### config.mk
export PLATFORM = sky130hd
export DESIGN_NAME = branch_control_unit_flat
export DESIGN_NICKNAME = d
export VERILOG_FILES = /design/src/rtl/branch_control_unit_if.sv /design/src/rtl/branch_control_unit.sv /design/src/flat_wrapper.sv
export SDC_FILE = /design/constraint.sdc
export NUM_CORES = 1
export LEC_CHECK = 0
export ABC_CLOCK_PERIOD_IN_PS = 7700
export BUFFER_PORTS_ARGS = -buffer_cell sky130_fd_sc_hd__buf_2
export CAP_MARGIN = 20
export CORE_MARGIN = 5
export CORE_UTILIZATION = 50
export CTS_BUF_LIST = sky130_fd_sc_hd__clkbuf_8
export DETAILED_ROUTE_END_ITERATION = 10
export PLACE_DENSITY = 0.7
export SKIP_CTS_REPAIR_TIMING = 1
export SKIP_LAST_GASP = 1
export SYNTH_ARGS = -nofsm -noshare
export SYNTH_HDL_FRONTEND = slang
export SYNTH_SLANG_ARGS = --single-unit
### constraint.sdc
create_clock -name clk -period 7.7 [get_ports clk]
set_input_delay 1.155 -clock clk [delete_from_list [all_inputs] [get_ports clk]]
set_output_delay 1.155 -clock clk [all_outputs]
set_load 0.005 [all_outputs]
### src/rtl/branch_control_unit_if.sv
// Bundles the instruction/handshake signals of the branch control unit.
// The master side (fetch/DMA stage) drives the instruction fields and
// resume; the slave side (the unit itself) drives redirect and status.
interface branch_control_unit_if #(
  parameter int PC_WIDTH    = 16,
  parameter int DATA_WIDTH  = 32,
  parameter int STACK_DEPTH = 8
);
  localparam int CNT_W = $clog2(STACK_DEPTH) + 1;

  logic                  JMP_ENB;
  logic [4:0]            opcode;
  logic [DATA_WIDTH-1:0] f_register_value;
  logic [DATA_WIDTH-1:0] t_register_value;
  logic [PC_WIDTH-1:0]   immediate;
  logic [PC_WIDTH-1:0]   PC_pos;
  logic                  resume;

  logic                  ready;
  logic                  redirect_valid;
  logic [PC_WIDTH-1:0]   redirect_pc;
  logic                  JMP_flag;
  logic                  CALL_flag;
  logic                  RET_flag;
  logic                  halted;
  logic                  fault;
  logic                  stack_overflow;
  logic                  stack_underflow;
  logic [CNT_W-1:0]      stack_count;

  modport master (
    output JMP_ENB, opcode, f_register_value, t_register_value, immediate,
           PC_pos, resume,
    input  ready, redirect_valid, redirect_pc, JMP_flag, CALL_flag, RET_flag,
           halted, fault, stack_overflow, stack_underflow, stack_count
  );

  modport slave (
    input  JMP_ENB, opcode, f_register_value, t_register_value, immediate,
           PC_pos, resume,
    output ready, redirect_valid, redirect_pc, JMP_flag, CALL_flag, RET_flag,
           halted, fault, stack_overflow, stack_underflow, stack_count
  );
endinterface

### src/rtl/branch_control_unit.sv
// Branch control unit: resolves jumps, conditional/relative jumps,
// CALL/RET (through an internal return-address stack) and HALT into a
// registered PC redirect one cycle after acceptance. RUN/HALTED/FAULT
// state machine with resume handshake; FAULT is left only via reset.
// Optional feature macro: BCU_STACK_WRAP_EN makes the return-address
// stack circular (CALL on a full stack overwrites the oldest entry).
module branch_control_unit #(
  parameter int PC_WIDTH    = 16,
  parameter int DATA_WIDTH  = 32,
  parameter int STACK_DEPTH = 8
) (
  input logic                  clk,
  input logic                  reset,
  branch_control_unit_if.slave bus
);
  localparam int PTR_W = $clog2(STACK_DEPTH);
  localparam int CNT_W = PTR_W + 1;

`ifdef BCU_STACK_WRAP_EN
  localparam bit WRAP_EN = 1'b1;
`else
  localparam bit WRAP_EN = 1'b0;
`endif

  localparam logic [4:0] OP_JMP    = 5'b00001;
  localparam logic [4:0] OP_JMPC   = 5'b00101;
  localparam logic [4:0] OP_JMPI   = 5'b01001;
  localparam logic [4:0] OP_JMPFI  = 5'b01010;
  localparam logic [4:0] OP_JMPBI  = 5'b01011;
  localparam logic [4:0] OP_JMPCI  = 5'b01101;
  localparam logic [4:0] OP_JMPCFI = 5'b01110;
  localparam logic [4:0] OP_JMPCBI = 5'b01111;
  localparam logic [4:0] OP_CALL   = 5'b10000;
  localparam logic [4:0] OP_CALLI  = 5'b10001;
  localparam logic [4:0] OP_RET    = 5'b10010;
  localparam logic [4:0] OP_HALT   = 5'b11000;

  typedef enum logic [1:0] {ST_RUN, ST_HALTED, ST_FAULT} state_e;

  state_e              state_q, state_d;
  logic                ready_q, ready_d;
  logic                halted_q, halted_d;
  logic                fault_q, fault_d;
  logic                redirect_valid_q, redirect_valid_d;
  logic [PC_WIDTH-1:0] redirect_pc_q, redirect_pc_d;
  logic                jmp_flag_q, jmp_flag_d;
  logic                call_flag_q, call_flag_d;
  logic                ret_flag_q, ret_flag_d;
  logic                overflow_q, overflow_d;
  logic                underflow_q, underflow_d;
  logic [PTR_W-1:0]    ptr_q, ptr_d;
  logic [CNT_W-1:0]    count_q, count_d;
  logic [PC_WIDTH-1:0] stack_q [STACK_DEPTH];

  logic                push, pop;
  logic                full, empty, cond_taken;
  logic [PC_WIDTH-1:0] f_pc, jmp_tgt, top_pc, ret_addr;

  assign f_pc       = bus.f_register_value[PC_WIDTH-1:0];
  assign full       = (count_q == CNT_W'(STACK_DEPTH));
  assign empty      = (count_q == '0);
  assign cond_taken = |bus.t_register_value;
  assign top_pc     = stack_q[ptr_q - PTR_W'(1)];
  assign ret_addr   = bus.PC_pos + PC_WIDTH'(1);

  // Jump target shared by the unconditional and conditional forms:
  // bit 3 selects immediate forms, bits [1:0] pick absolute/forward/back.
  always_comb begin
    jmp_tgt = f_pc;
    if (bus.opcode[3]) begin
      unique case (bus.opcode[1:0])
        2'b10:   jmp_tgt = bus.PC_pos + bus.immediate;
        2'b11:   jmp_tgt = bus.PC_pos - bus.immediate;
        default: jmp_tgt = bus.immediate;
      endcase
    end
  end

  // Next-state, redirect and stack-pointer decision for the current cycle.
  // NOTE: combinational blocks use blocking assignments and give every
  // output a default first so no latch is inferred on untaken paths.
  always_comb begin
    state_d          = state_q;
    redirect_valid_d = 1'b0;
    redirect_pc_d    = redirect_pc_q;
    jmp_flag_d       = 1'b0;
    call_flag_d      = 1'b0;
    ret_flag_d       = 1'b0;
    overflow_d       = overflow_q;
    underflow_d      = underflow_q;
    push             = 1'b0;
    pop              = 1'b0;

    unique case (state_q)
      ST_RUN: begin
        if (bus.JMP_ENB) begin
          unique case (bus.opcode)
            OP_JMP, OP_JMPI, OP_JMPFI, OP_JMPBI: begin
              redirect_valid_d = 1'b1;
              jmp_flag_d       = 1'b1;
              redirect_pc_d    = jmp_tgt;
            end
            OP_JMPC, OP_JMPCI, OP_JMPCFI, OP_JMPCBI: begin
              if (cond_taken) begin
                redirect_valid_d = 1'b1;
                jmp_flag_d       = 1'b1;
                redirect_pc_d    = jmp_tgt;
              end
            end
            OP_CALL, OP_CALLI: begin
              if (full && !WRAP_EN) begin
                overflow_d = 1'b1;
                state_d    = ST_FAULT;
              end else begin
                push             = 1'b1;
                redirect_valid_d = 1'b1;
                call_flag_d      = 1'b1;
                redirect_pc_d    = (bus.opcode == OP_CALL) ? f_pc : bus.immediate;
              end
            end
            OP_RET: begin
              if (empty) begin
                underflow_d = 1'b1;
                state_d     = ST_FAULT;
              end else begin
                pop              = 1'b1;
                redirect_valid_d = 1'b1;
                ret_flag_d       = 1'b1;
                redirect_pc_d    = top_pc;
              end
            end
            OP_HALT: begin
              redirect_valid_d = 1'b1;
              jmp_flag_d       = 1'b1;
              redirect_pc_d    = bus.PC_pos;
              state_d          = ST_HALTED;
            end
            default: ;
          endcase
        end
      end
      ST_HALTED: if (bus.resume) state_d = ST_RUN;
      default: ;
    endcase

    // A wrapping push on a full stack overwrites the oldest slot, so the
    // pointer still advances but the occupancy stays at STACK_DEPTH.
    ptr_d   = ptr_q;
    count_d = count_q;
    if (push) begin
      ptr_d = ptr_q + PTR_W'(1);
      if (!full) count_d = count_q + CNT_W'(1);
    end else if (pop) begin
      ptr_d   = ptr_q - PTR_W'(1);
      count_d = count_q - CNT_W'(1);
    end

    ready_d  = (state_d == ST_RUN);
    halted_d = (state_d == ST_HALTED);
    fault_d  = (state_d == ST_FAULT);
  end

  // Control state, registered outputs and stack bookkeeping.
  // NOTE: sequential state uses non-blocking assignments only.
  always_ff @(posedge clk or posedge reset) begin
    if (reset) begin
      state_q          <= ST_RUN;
      ready_q          <= 1'b1;
      halted_q         <= 1'b0;
      fault_q          <= 1'b0;
      redirect_valid_q <= 1'b0;
      redirect_pc_q    <= '0;
      jmp_flag_q       <= 1'b0;
      call_flag_q      <= 1'b0;
      ret_flag_q       <= 1'b0;
      overflow_q       <= 1'b0;
      underflow_q      <= 1'b0;
      ptr_q            <= '0;
      count_q          <= '0;
    end else begin
      state_q          <= state_d;
      ready_q          <= ready_d;
      halted_q         <= halted_d;
      fault_q          <= fault_d;
      redirect_valid_q <= redirect_valid_d;
      redirect_pc_q    <= redirect_pc_d;
      jmp_flag_q       <= jmp_flag_d;
      call_flag_q      <= call_flag_d;
      ret_flag_q       <= ret_flag_d;
      overflow_q       <= overflow_d;
      underflow_q      <= underflow_d;
      ptr_q            <= ptr_d;
      count_q          <= count_d;
    end
  end

  // Return-address storage, written at the accepting edge of a CALL.
  // NOTE: the array is not reset; count_q/ptr_q define which entries are
  // live, so stale contents are never observed.
  always_ff @(posedge clk) begin
    if (push) stack_q[ptr_q] <= ret_addr;
  end

  generate
    if (DATA_WIDTH > PC_WIDTH) begin : g_f_upper
      logic unused_f_upper;
      assign unused_f_upper = ^bus.f_register_value[DATA_WIDTH-1:PC_WIDTH];
    end
  endgenerate

  assign bus.ready           = ready_q;
  assign bus.halted          = halted_q;
  assign bus.fault           = fault_q;
  assign bus.redirect_valid  = redirect_valid_q;
  assign bus.redirect_pc     = redirect_pc_q;
  assign bus.JMP_flag        = jmp_flag_q;
  assign bus.CALL_flag       = call_flag_q;
  assign bus.RET_flag        = ret_flag_q;
  assign bus.stack_overflow  = overflow_q;
  assign bus.stack_underflow = underflow_q;
  assign bus.stack_count     = count_q;
endmodule

### src/flat_wrapper.sv
// flat-port wrapper written by rule: the top's interface ports become plain ports
module branch_control_unit_flat 
#(
  parameter int PC_WIDTH    = 16,
  parameter int DATA_WIDTH  = 32,
  parameter int STACK_DEPTH = 8
)
  (clk, reset, bus_JMP_ENB, bus_opcode, bus_f_register_value, bus_t_register_value, bus_immediate, bus_PC_pos, bus_resume, bus_ready, bus_redirect_valid, bus_redirect_pc, bus_JMP_flag, bus_CALL_flag, bus_RET_flag, bus_halted, bus_fault, bus_stack_overflow, bus_stack_underflow, bus_stack_count);
  branch_control_unit_if #(.PC_WIDTH(PC_WIDTH), .DATA_WIDTH(DATA_WIDTH), .STACK_DEPTH(STACK_DEPTH)) bus_i ();
  input logic clk;
  input logic reset;
  input wire logic [$bits(bus_i.JMP_ENB)-1:0] bus_JMP_ENB;
  input wire logic [$bits(bus_i.opcode)-1:0] bus_opcode;
  input wire logic [$bits(bus_i.f_register_value)-1:0] bus_f_register_value;
  input wire logic [$bits(bus_i.t_register_value)-1:0] bus_t_register_value;
  input wire logic [$bits(bus_i.immediate)-1:0] bus_immediate;
  input wire logic [$bits(bus_i.PC_pos)-1:0] bus_PC_pos;
  input wire logic [$bits(bus_i.resume)-1:0] bus_resume;
  output wire logic [$bits(bus_i.ready)-1:0] bus_ready;
  output wire logic [$bits(bus_i.redirect_valid)-1:0] bus_redirect_valid;
  output wire logic [$bits(bus_i.redirect_pc)-1:0] bus_redirect_pc;
  output wire logic [$bits(bus_i.JMP_flag)-1:0] bus_JMP_flag;
  output wire logic [$bits(bus_i.CALL_flag)-1:0] bus_CALL_flag;
  output wire logic [$bits(bus_i.RET_flag)-1:0] bus_RET_flag;
  output wire logic [$bits(bus_i.halted)-1:0] bus_halted;
  output wire logic [$bits(bus_i.fault)-1:0] bus_fault;
  output wire logic [$bits(bus_i.stack_overflow)-1:0] bus_stack_overflow;
  output wire logic [$bits(bus_i.stack_underflow)-1:0] bus_stack_underflow;
  output wire logic [$bits(bus_i.stack_count)-1:0] bus_stack_count;
  assign bus_i.JMP_ENB = bus_JMP_ENB;
  assign bus_i.opcode = bus_opcode;
  assign bus_i.f_register_value = bus_f_register_value;
  assign bus_i.t_register_value = bus_t_register_value;
  assign bus_i.immediate = bus_immediate;
  assign bus_i.PC_pos = bus_PC_pos;
  assign bus_i.resume = bus_resume;
  assign bus_ready = bus_i.ready;
  assign bus_redirect_valid = bus_i.redirect_valid;
  assign bus_redirect_pc = bus_i.redirect_pc;
  assign bus_JMP_flag = bus_i.JMP_flag;
  assign bus_CALL_flag = bus_i.CALL_flag;
  assign bus_RET_flag = bus_i.RET_flag;
  assign bus_halted = bus_i.halted;
  assign bus_fault = bus_i.fault;
  assign bus_stack_overflow = bus_i.stack_overflow;
  assign bus_stack_underflow = bus_i.stack_underflow;
  assign bus_stack_count = bus_i.stack_count;
  branch_control_unit #(.PC_WIDTH(PC_WIDTH), .DATA_WIDTH(DATA_WIDTH), .STACK_DEPTH(STACK_DEPTH)) u_core (.clk(clk), .reset(reset), .bus(bus_i));
endmodule
==> results of run 1 <==
-- power groups by stage --
| stage | logic [mW] | clock network [mW] | registers [mW] |
|---|---|---|---|
| after floorplan | 0.713 | 0 | 1.10 |
| after global placement | 0.987 | 0 | 1.11 |
| after detailed placement | 1.02 | 0 | 1.11 |
| after CTS | 1.02 | 0.621 | 1.09 |
| after global routing | 1.10 | 0.659 | 1.10 |
| final | 1.01 | 0.610 | 1.09 |
-- flip-flops by register name, summed over array words and instances (netlist names), 2 cells and up --
name and flops:
u_core.state_q 2, u_core.bus.stack_count 4, u_core.stack_q 128, u_core.bus.redirect_pc 16
u_core.ptr_q 3
-- final timing paths --
kind / start / to / slack [ns] / depth (start not counted)
worst max-delay path: bus_opcode[0] / u_core.bus.redirect_pc[9] / 3.55 / 11
worst min-delay path: u_core.bus.stack_overflow / u_core.bus.stack_overflow / 0.47 / 1
worst max register to register: u_core.ptr_q[0] / u_core.bus.redirect_pc[15] / 3.98 / 10
worst min register to register: u_core.bus.stack_overflow / u_core.bus.stack_overflow / 0.47 / 1
max in group asynchronous: reset / u_core.ptr_q[0] / 6.52 / 3
min in group asynchronous: reset / u_core.bus.redirect_pc[5] / 0.80 / 3
-- cell families (layout without fill, tap and decap cells) --
logic type,after synthesis,after routing,share of synthesized area
AO/OA/AOI/OAI,160,160,0.126
XOR/XNOR,43,43,0.0433
adder cells (fa/ha/maj),23,23,0.0349
buffers and inverters,58,180,0.0314
flip-flops,162,162,0.540
multiplexers,60,60,0.117
AND/OR/NAND/NOR,182,182,0.106
-- critical path, stage by stage --
cell	delay [ns]
buf_2	0.55
and2_1	0.52
a31oi_1	0.12
xnor2_1	0.16
ha_1	0.23
a21oi_1	0.28
o21ai_1	0.28
or3_1	0.37
o211ai_1	0.33
o21ai_0	0.20
mux2_2	0.29
-- final cells by class --
type | instances | area share
clock buffers | 17 | 0.0237
repair buffers | 125 | 0.0653
flip-flops and latches | 162 | 0.475
inverters | 24 | 0.00911
clock inverters | 14 | 0.0152
well taps | 225 | 0.0285
multi-input cells | 468 | 0.383
-- placed cells by master, fill, tap and decap left out, drive strengths merged, types with 8 or more instances in the layout --
master	instances
nor3	17
ha	21
o21ai	25
buf	125
mux2	13
xor2	8
inv	33
o211ai	9
nor4	9
nand3	12
xnor2	35
edfxtp	128
a31oi	18
clkbuf	17
dfrtp	33
nand2	55
nor2	41
nand2b	9
mux4	32
mux2i	15
a21oi	40
-- routing by layer --
metal  up-vias  part of all wire
li1       2893                 -
met1      3127              0.42
met2       239              0.49
met3        30             0.068
met4         0             0.016
met5         -                 0
-- cells in the mapped netlist, types with 15 or more instances --
library cell,instances,share of area
xnor2_1,35,0.035
ha_1,21,0.030
a31oi_1,18,0.013
dfrtp_1,33,0.095
a21oi_1,38,0.022
nor2_1,41,0.018
mux4_2,32,0.083
edfxtp_1,128,0.44
nor3_1,16,0.0092
nand2_1,54,0.023
inv_1,24,0.010
o21ai_0,23,0.013
mux2i_1,15,0.017
==> flow_metrics.tcl, run 1 <==
set metrics [dict create \
    power_frac_comb 0.371 \
    switching_share 0.354 \
    fin_tns_setup_ns 0 \
    grt_use_total 0.231 \
    area_delta_synth_final_pct 13.8 \
    dp_worst_setup_slack_ns 3.17 \
    avgViaCountPerCell 6.08 \
    worstMarginPinSlew_ns 1.11 \
    vias 6289 \
    antenna_left 0 \
    critical_path_peak_fanout 28 \
    grt_use_met2 0.390 \
    ys_seq_area_frac 0.540 \
    synth_cells 688 \
    synthFlopType "edfxtp_1" \
    start_util 0.506 \
    grt_pass1_vias 6280 \
    post_drt_wl_per_cell_um 22.3 \
    cts_tree "yes" \
    path_class "in -> reg" \
    syn_avg_cell_area_um2 12.6 \
    p_sw_mw 0.957 \
    io-pin-count 134 \
    post-route-util 0.575 \
    top_usage_layer "met2" \
    grt_first_pass_wirelength_um 35600 \
    synth_nets 816 \
    fp-row-count 48 \
    finalWeightedCongestion 0.919 \
    multi_input_area_um2 3790 \
    final_nets 926 \
    syn_area_um2 8690 \
    grt_use_met3 0.0428 \
    dr.pass1.iters 9 \
    clkLatencyLatePin_ns 0.46 \
    fin_skew_ns 0.0164 \
    min_path_type "reg -> reg" \
    place.detailed.hpwl_um 16000 \
    finalHoldViolations 0 \
    maxSlewHeadroom 0.258 \
    ir_worst_vdd_uv 153 \
    synth_seq_cells 162 \
    slew_violations 0 \
    cts_max_path_buffers 2 \
    worstPathRequired_ns 8.06 \
    drt_drc_violations_left 0 \
    seq_power_share 0.403 \
    fin_cells 1035 \
    critPathArrivalTime_ns 4.50 \
    cellLeakagePower_nw 3.68 \
    root_buffer "clkbuf_8" \
    globalRouteMet1Util 0.310 \
    synth_edf_count 128 \
    powerDensity_nw_per_um2 274 \
    die-area_um2 20100 \
    die_w_um 142 \
    holdWs_ns 0.471 \
    drt_iter0_markers 563 \
    place_inst 1004 \
    drive_gt1_frac 0.275 \
    yosysWarnings 0 \
    async_flop_share 0.210 \
    grt_max_degree 40 \
    antenna_found_initial 0 \
    fin_ws_ns 3.55 \
    fmaxAchievable_ghz 0.241 \
    numCtsBuffers 17 \
    post-route-period-util 0.539 \
    status "completed" \
    fin_area_um2 9880 \
    synthDistinctLibCells 77 \
    grt_overflow 0 \
    finalSetupViolCount 0 \
    clk_pin_slew_ns 0.10 \
    power_frac_clock 0.225 \
    place_area_um2 9500 \
    min_period_ns 4.15 \
    p_int_mw 1.75 \
    n_fill_cell 1407 \
    startpoint_type "input pin" \
    clock_sinks 162 \
    rsz0062_at_grt "false" \
    total_power_mw 2.71 \
    endpoint_kind "flop" \
    seqCellArea_um2 4700 \
    diodes 0 \
    cap_violations 0 \
    core_um2 17200 \
    htreeDepth 4 \
    portBuffers 117 \
    routed_wl_um 23100 \
    die_y_um 142 \
]
No activity file was read; power rests on OpenSTA's default activity.
==> inputs of run 2 (changes only) <==
--- a/config.mk
+++ b/config.mk
@@ -5,7 +5,7 @@
 export SDC_FILE = /design/constraint.sdc
 export NUM_CORES = 1
 export LEC_CHECK = 0
-export ABC_CLOCK_PERIOD_IN_PS = 7700
+export ABC_CLOCK_PERIOD_IN_PS = 4170
 export BUFFER_PORTS_ARGS = -buffer_cell sky130_fd_sc_hd__buf_2
 export CAP_MARGIN = 20
 export CORE_MARGIN = 5
==> constraint.sdc (replaced) <==
create_clock -name clk -period 4.17 [get_ports clk]
set_input_delay 0.6255 -clock clk [delete_from_list [all_inputs] [get_ports clk]]
set_output_delay 0.6255 -clock clk [all_outputs]
set_load 0.005 [all_outputs]
==> run 2 against run 1 <==
Effect of this change:
- cell area rose by 0.82%
- hold slack got worse by 0.21 ns
- largest power group unchanged
- sequential power rose by 84%
- critical endpoint is now u_core.bus.redirect_pc[12]
- register-to-register slack got worse by 2.4 ns
==> flow_metrics.tcl, run 2 (synthesis results as in run 1) <==
set metrics [dict create \
    status "completed" \
    seq_power_share 0.405 \
    p_sw_mw 1.77 \
    vias 6394 \
    numCtsBuffers 17 \
    min_path_type "in -> async" \
    finalWeightedCongestion 0.940 \
    p_int_mw 3.20 \
    io-pin-count 134 \
    worstPathRequired_ns 4.47 \
    ir_worst_vdd_uv 260 \
    post_drt_wl_per_cell_um 22.1 \
    endpoint_kind "flop" \
    start_util 0.506 \
    clkLatencyLatePin_ns 0.46 \
    rsz0062_at_grt "false" \
    antenna_left 0 \
    seqCellArea_um2 4700 \
    antenna_found_initial 0 \
    path_class "in -> reg" \
    drt_drc_violations_left 0 \
    worstMarginPinSlew_ns 0.733 \
    switching_share 0.357 \
    r2r_end "u_core.bus.redirect_pc[15]" \
    slew_violations 0 \
    final_cell_mix "edfxtp_1, buf_2, nand2_1" \
    finalHoldViolations 0 \
    finalSetupViolCount 0 \
    fin_skew_ns 0.0196 \
    clk_pin_slew_ns 0.11 \
    cellLeakagePower_nw 3.73 \
    routed_wl_um 23300 \
    post-route-util 0.580 \
    largest_reg_flops 128 \
    area_delta_synth_final_pct 14.7 \
    critical_path_peak_fanout 8 \
    cts_tree "yes" \
    final_nets 942 \
    portBuffers 117 \
    grt_pass1_vias 6535 \
    grt_overflow 0 \
    r2r_slack_ns 1.56 \
    place.detailed.hpwl_um 16800 \
    top_register "u_core.stack_q" \
    cp_top_family "compound AO/OA/AOI/OAI gates" \
    fmaxAchievable_ghz 0.305 \
    fin_cells 1052 \
    crit_chain "buf_2 -> nor3_1 -> and3b_1 -> a21oi_1 -> xnor2_1 -> ha_1 -> and3_1 -> a221o_1 -> a31oi_1 -> mux2_2 -> a31oi_1 -> a21oi_1" \
    rr_worst_depth 7 \
    crit_buf_inv 1 \
    post-route-period-util 0.786 \
    htreeDepth 4 \
    slowest_stage "nor3_1" \
    place_inst 1020 \
    fin_tns_setup_ns 0 \
    grt_use_total 0.236 \
    power_frac_comb 0.374 \
    maxSlewHeadroom 0.508 \
    fp-row-count 48 \
    critPathArrivalTime_ns 3.58 \
    cap_violations 0 \
    avgViaCountPerCell 6.08 \
    die_y_um 142 \
    die_w_um 142 \
    n_fill_cell 1432 \
    startpoint_type "input pin" \
    multi_input_area_um2 3750 \
    drt_iter0_markers 523 \
    drive_gt1_frac 0.285 \
    diodes 0 \
    min_period_ns 3.28 \
    dr.pass1.iters 7 \
    grt_first_pass_wirelength_um 36500 \
    die-area_um2 20100 \
    clock_sinks 162 \
    cts_max_path_buffers 2 \
    powerDensity_nw_per_um2 498 \
    root_buffer "clkbuf_8" \
    core_um2 17200 \
    slowest_delay_ns 0.40 \
    layout_commonest_cell "edfxtp_1" \
    grt_max_degree 39 \
    power_frac_clock 0.221 \
    rr_startpoint "u_core.ptr_q[0]" \
]
run 2: routing by layer:
layer	share of wire	global-route usage	vias up
li1	-	-	2917
met5	0	0	-
met1	0.41	0.309	3205
met3	0.070	0.0526	35
met2	0.50	0.393	237
met4	0.018	0.0778	0
run 2: worst reg2reg max path, delay by kind of cell, from the launching register on:
family / cells / cell delay [ns]
AOI/OAI and AO/OA: 4 / 0.66
buffers and inverters: 1 / 0.58
DFF: 1 / 0.36
muxes: 2 / 0.89
run 2: worst max-delay path by stage:
stage / start / endpoint / slack, ns / cells past startpoint
detailed placement: bus_immediate[2] / u_core.bus.redirect_pc[12] / 0.48 / 12
finish: bus_immediate[2] / u_core.bus.redirect_pc[12] / 0.89 / 12
global placement: bus_immediate[2] / u_core.bus.redirect_pc[12] / 0.52 / 12
floorplan: bus_opcode[1] / u_core.stack_q[0][0] / 0.46 / 6
CTS: bus_immediate[2] / u_core.bus.redirect_pc[12] / 0.98 / 12
global route: bus_immediate[2] / u_core.bus.redirect_pc[14] / 0.78 / 12
run 2: layout make-up:
type,count,share of cell area
well taps,225,0.0282
clock inverters,15,0.0152
clock buffers,17,0.0235
repair buffers,141,0.0768
multi-input cells,468,0.376
flip-flops and latches,162,0.471
inverters,24,0.00904
run 2: metrics by stage:
stage	hold slack, ns	cell area [um2]	setup WS (ns)	total power, mW
finish	0.266	9970	0.892	4.97
global route	0.328	9970	0.776	5.27
CTS	0.273	9970	0.978	5.01
detailed placement	0.460	9580	0.483	3.92
global placement	0.453	9580	0.524	3.87
floorplan	0.460	8690	0.464	3.34
run 2: power by group through the flow:
stage	sequential, mW	clock (mW)	combinational [mW]
after detailed placement	2.05	0	1.87
after CTS	2.01	1.12	1.88
after floorplan	2.03	0	1.32
final	2.01	1.10	1.86
after global routing	2.03	1.20	2.04
after global placement	2.04	0	1.83
==> inputs of run 3 (changes only) <==
--- a/config.mk
+++ b/config.mk
@@ -5,14 +5,14 @@
 export SDC_FILE = /design/constraint.sdc
 export NUM_CORES = 1
 export LEC_CHECK = 0
-export ABC_CLOCK_PERIOD_IN_PS = 4170
+export ABC_CLOCK_PERIOD_IN_PS = 2750
 export BUFFER_PORTS_ARGS = -buffer_cell sky130_fd_sc_hd__buf_2
 export CAP_MARGIN = 20
 export CORE_MARGIN = 5
 export CORE_UTILIZATION = 50
 export CTS_BUF_LIST = sky130_fd_sc_hd__clkbuf_8
 export DETAILED_ROUTE_END_ITERATION = 10
-export PLACE_DENSITY = 0.7
+export PLACE_DENSITY = 0.72
 export SKIP_CTS_REPAIR_TIMING = 1
 export SKIP_LAST_GASP = 1
 export SYNTH_ARGS = -nofsm -noshare
==> constraint.sdc (replaced) <==
create_clock -name clk -period 2.75 [get_ports clk]
set_input_delay 0.4125 -clock clk [delete_from_list [all_inputs] [get_ports clk]]
set_output_delay 0.4125 -clock clk [all_outputs]
set_load 0.005 [all_outputs]
==> run 3 against run 2 <==
Effect of this change:
- worst setup slack lost 0.77 ns
- highest routed layer unchanged
- global-route usage rose by 1.3 points
- register-to-register slack got worse by 1.3 ns
- critical path type unchanged
- largest power group is now combinational cells
- sequential power grew 51%
- total power up 61%
- utilization rose by 5.5 points
- hold slack worse by 0.13 ns
- clock power up 63%
- combinational power grew 72%
- non-clock buffer count rose by 85
- cell area grew 9.4%
==> flow_metrics.tcl, run 3 (synthesis results as in run 1) <==
set metrics [dict create \
    status "completed" \
    fin_skew_ns 0.0154 \
    place_area_um2 10400 \
    grt_use_total 0.249 \
    cap_violations 0 \
    rsz0062_at_grt "false" \
    top_register "u_core.stack_q" \
    cp_top_family "simple AND/OR/NAND/NOR gates" \
    n_fill_cell 1334 \
    htreeDepth 4 \
    fp-row-count 48 \
    clkLatencyLatePin_ns 0.47 \
    fin_area_um2 10900 \
    slowest_delay_ns 0.55 \
    slowest_stage "or4_4" \
    post-route-util 0.635 \
    antenna_found_initial 0 \
    drive_gt1_frac 0.376 \
    root_buffer "clkbuf_8" \
    maxSlewHeadroom 0.350 \
    dr.pass1.iters 5 \
    fin_tns_setup_ns 0 \
    p_sw_mw 2.87 \
    endpoint_kind "flop" \
    grt_overflow 0 \
    finalSetupViolCount 0 \
    numCtsBuffers 17 \
    fmaxAchievable_ghz 0.380 \
    critical_path_peak_fanout 4 \
    min_period_ns 2.63 \
    critPathArrivalTime_ns 2.97 \
    avgViaCountPerCell 5.99 \
    seq_power_share 0.378 \
    cts_tree "yes" \
    final_nets 1027 \
    clk_pin_slew_ns 0.11 \
    die_w_um 142 \
    power_frac_clock 0.224 \
    core_um2 17200 \
    vias 6807 \
    startpoint_type "input pin" \
    die-area_um2 20100 \
    finalHoldViolations 0 \
    place.detailed.hpwl_um 18000 \
    drt_drc_violations_left 0 \
    path_class "in -> reg" \
    grt_max_degree 39 \
    final_cell_mix "edfxtp_1, buf_2, buf_4" \
    post_drt_wl_per_cell_um 21.6 \
    min_path_type "in -> reg" \
    powerDensity_nw_per_um2 735 \
    cellLeakagePower_nw 4.21 \
    ir_worst_vdd_uv 432 \
    drt_iter0_markers 539 \
    crit_chain "buf_2 -> or4_4 -> nor4_2 -> a21oi_1 -> xnor2_1 -> ha_1 -> a21oi_2 -> or3b_2 -> o21ai_1 -> xnor2_1 -> a31oi_1" \
    antenna_left 0 \
    worstPathRequired_ns 3.09 \
    switching_share 0.358 \
    worstMarginPinSlew_ns 0.967 \
    largest_reg_flops 128 \
    die_y_um 142 \
    start_util 0.506 \
    post-route-period-util 0.956 \
    crit_top_cell "xnor2_1" \
    power_frac_comb 0.398 \
    finalWeightedCongestion 0.925 \
    routed_wl_um 24500 \
    min_from "bus_resume" \
    rr_startpoint "u_core.ptr_q[0]" \
    io-pin-count 134 \
    p_int_mw 5.14 \
    worstSetupStartpoint "bus_immediate[10]" \
    clock_sinks 162 \
    grt_first_pass_wirelength_um 38300 \
    slew_violations 0 \
    grt_pass1_vias 6971 \
    crit_buf_inv 1 \
    area_delta_synth_final_pct 25.5 \
    diodes 0 \
    portBuffers 117 \
    layout_commonest_cell "edfxtp_1" \
    cts_max_path_buffers 2 \
]
==> run 3: cell count changes in the layout (fill, tap and decap cells not counted), sizes merged <==
cell	change
clkinvlp	+1
buf	+84
clkinv	-1
dlygate4sd3	+1
==> run 3: path summary, 6_finish.rpt <==
check | to | slack (ns) | depth (start not counted)
min reg2reg | u_core.bus.stack_underflow | 0.48 | 2
max | u_core.bus.redirect_pc[15] | 0.12 | 11
min | u_core.bus.halted | 0.14 | 2
min in group asynchronous | u_core.bus.stack_overflow | 0.41 | 3
max reg2reg | u_core.bus.redirect_pc[4] | 0.31 | 8
max in group asynchronous | u_core.bus.redirect_pc[0] | 1.75 | 5
==> run 3: cell type report <==
class	count	area, um2	area share
clock buffers	17	234	0.0215
clock inverters	15	198	0.0181
inverters	24	90.1	0.00826
multi-input cells	468	3840	0.352
flip-flops and latches	162	4700	0.431
well taps	225	282	0.0258
repair buffers	226	1560	0.143
==> run 3: power by group through the flow <==
stage	clock, mW	combinational [mW]	sequential [mW]
2_1_floorplan	0	2.03	3.08
6_report	1.79	3.19	3.03
3_3_place_gp	0	3.11	3.07
4_1_cts	1.83	3.19	3.03
5_1_grt	1.95	3.46	3.06
3_5_place_dp	0	3.18	3.09
==> run 3: metal layers <==
layer | GRT usage | share of wire | up-vias
met2 | 0.411 | 0.50 | 277
met3 | 0.0404 | 0.077 | 36
li1 | - | - | 3096
met4 | 0.0778 | 0.020 | 0
met1 | 0.341 | 0.41 | 3398
met5 | 0 | 0 | -
==> run 3: metrics by stage <==
stage          hold slack [ns]  instances  total power [mW]  setup WS [ns]
2_1_floorplan            0.460        688              5.11         -0.355
3_3_place_gp             0.455       1100              6.18         -0.464
3_5_place_dp             0.454       1100              6.27         -0.483
4_1_cts                  0.113       1132              8.06         0.0289
5_1_grt                  0.133       1137              8.48         0.0142
6_report                 0.141       1137              8.01          0.122
==> run 3: worst reg2reg max path, cell delays in order (launching register included) <==
cell and delay, ns:
dfrtp_2 0.40, inv_1 0.07, ha_1 0.25, xnor2_1 0.79, nand2_1 0.13, a21oi_1 0.38
a221oi_1 0.11, o211ai_1 0.12, o21a_1 0.14
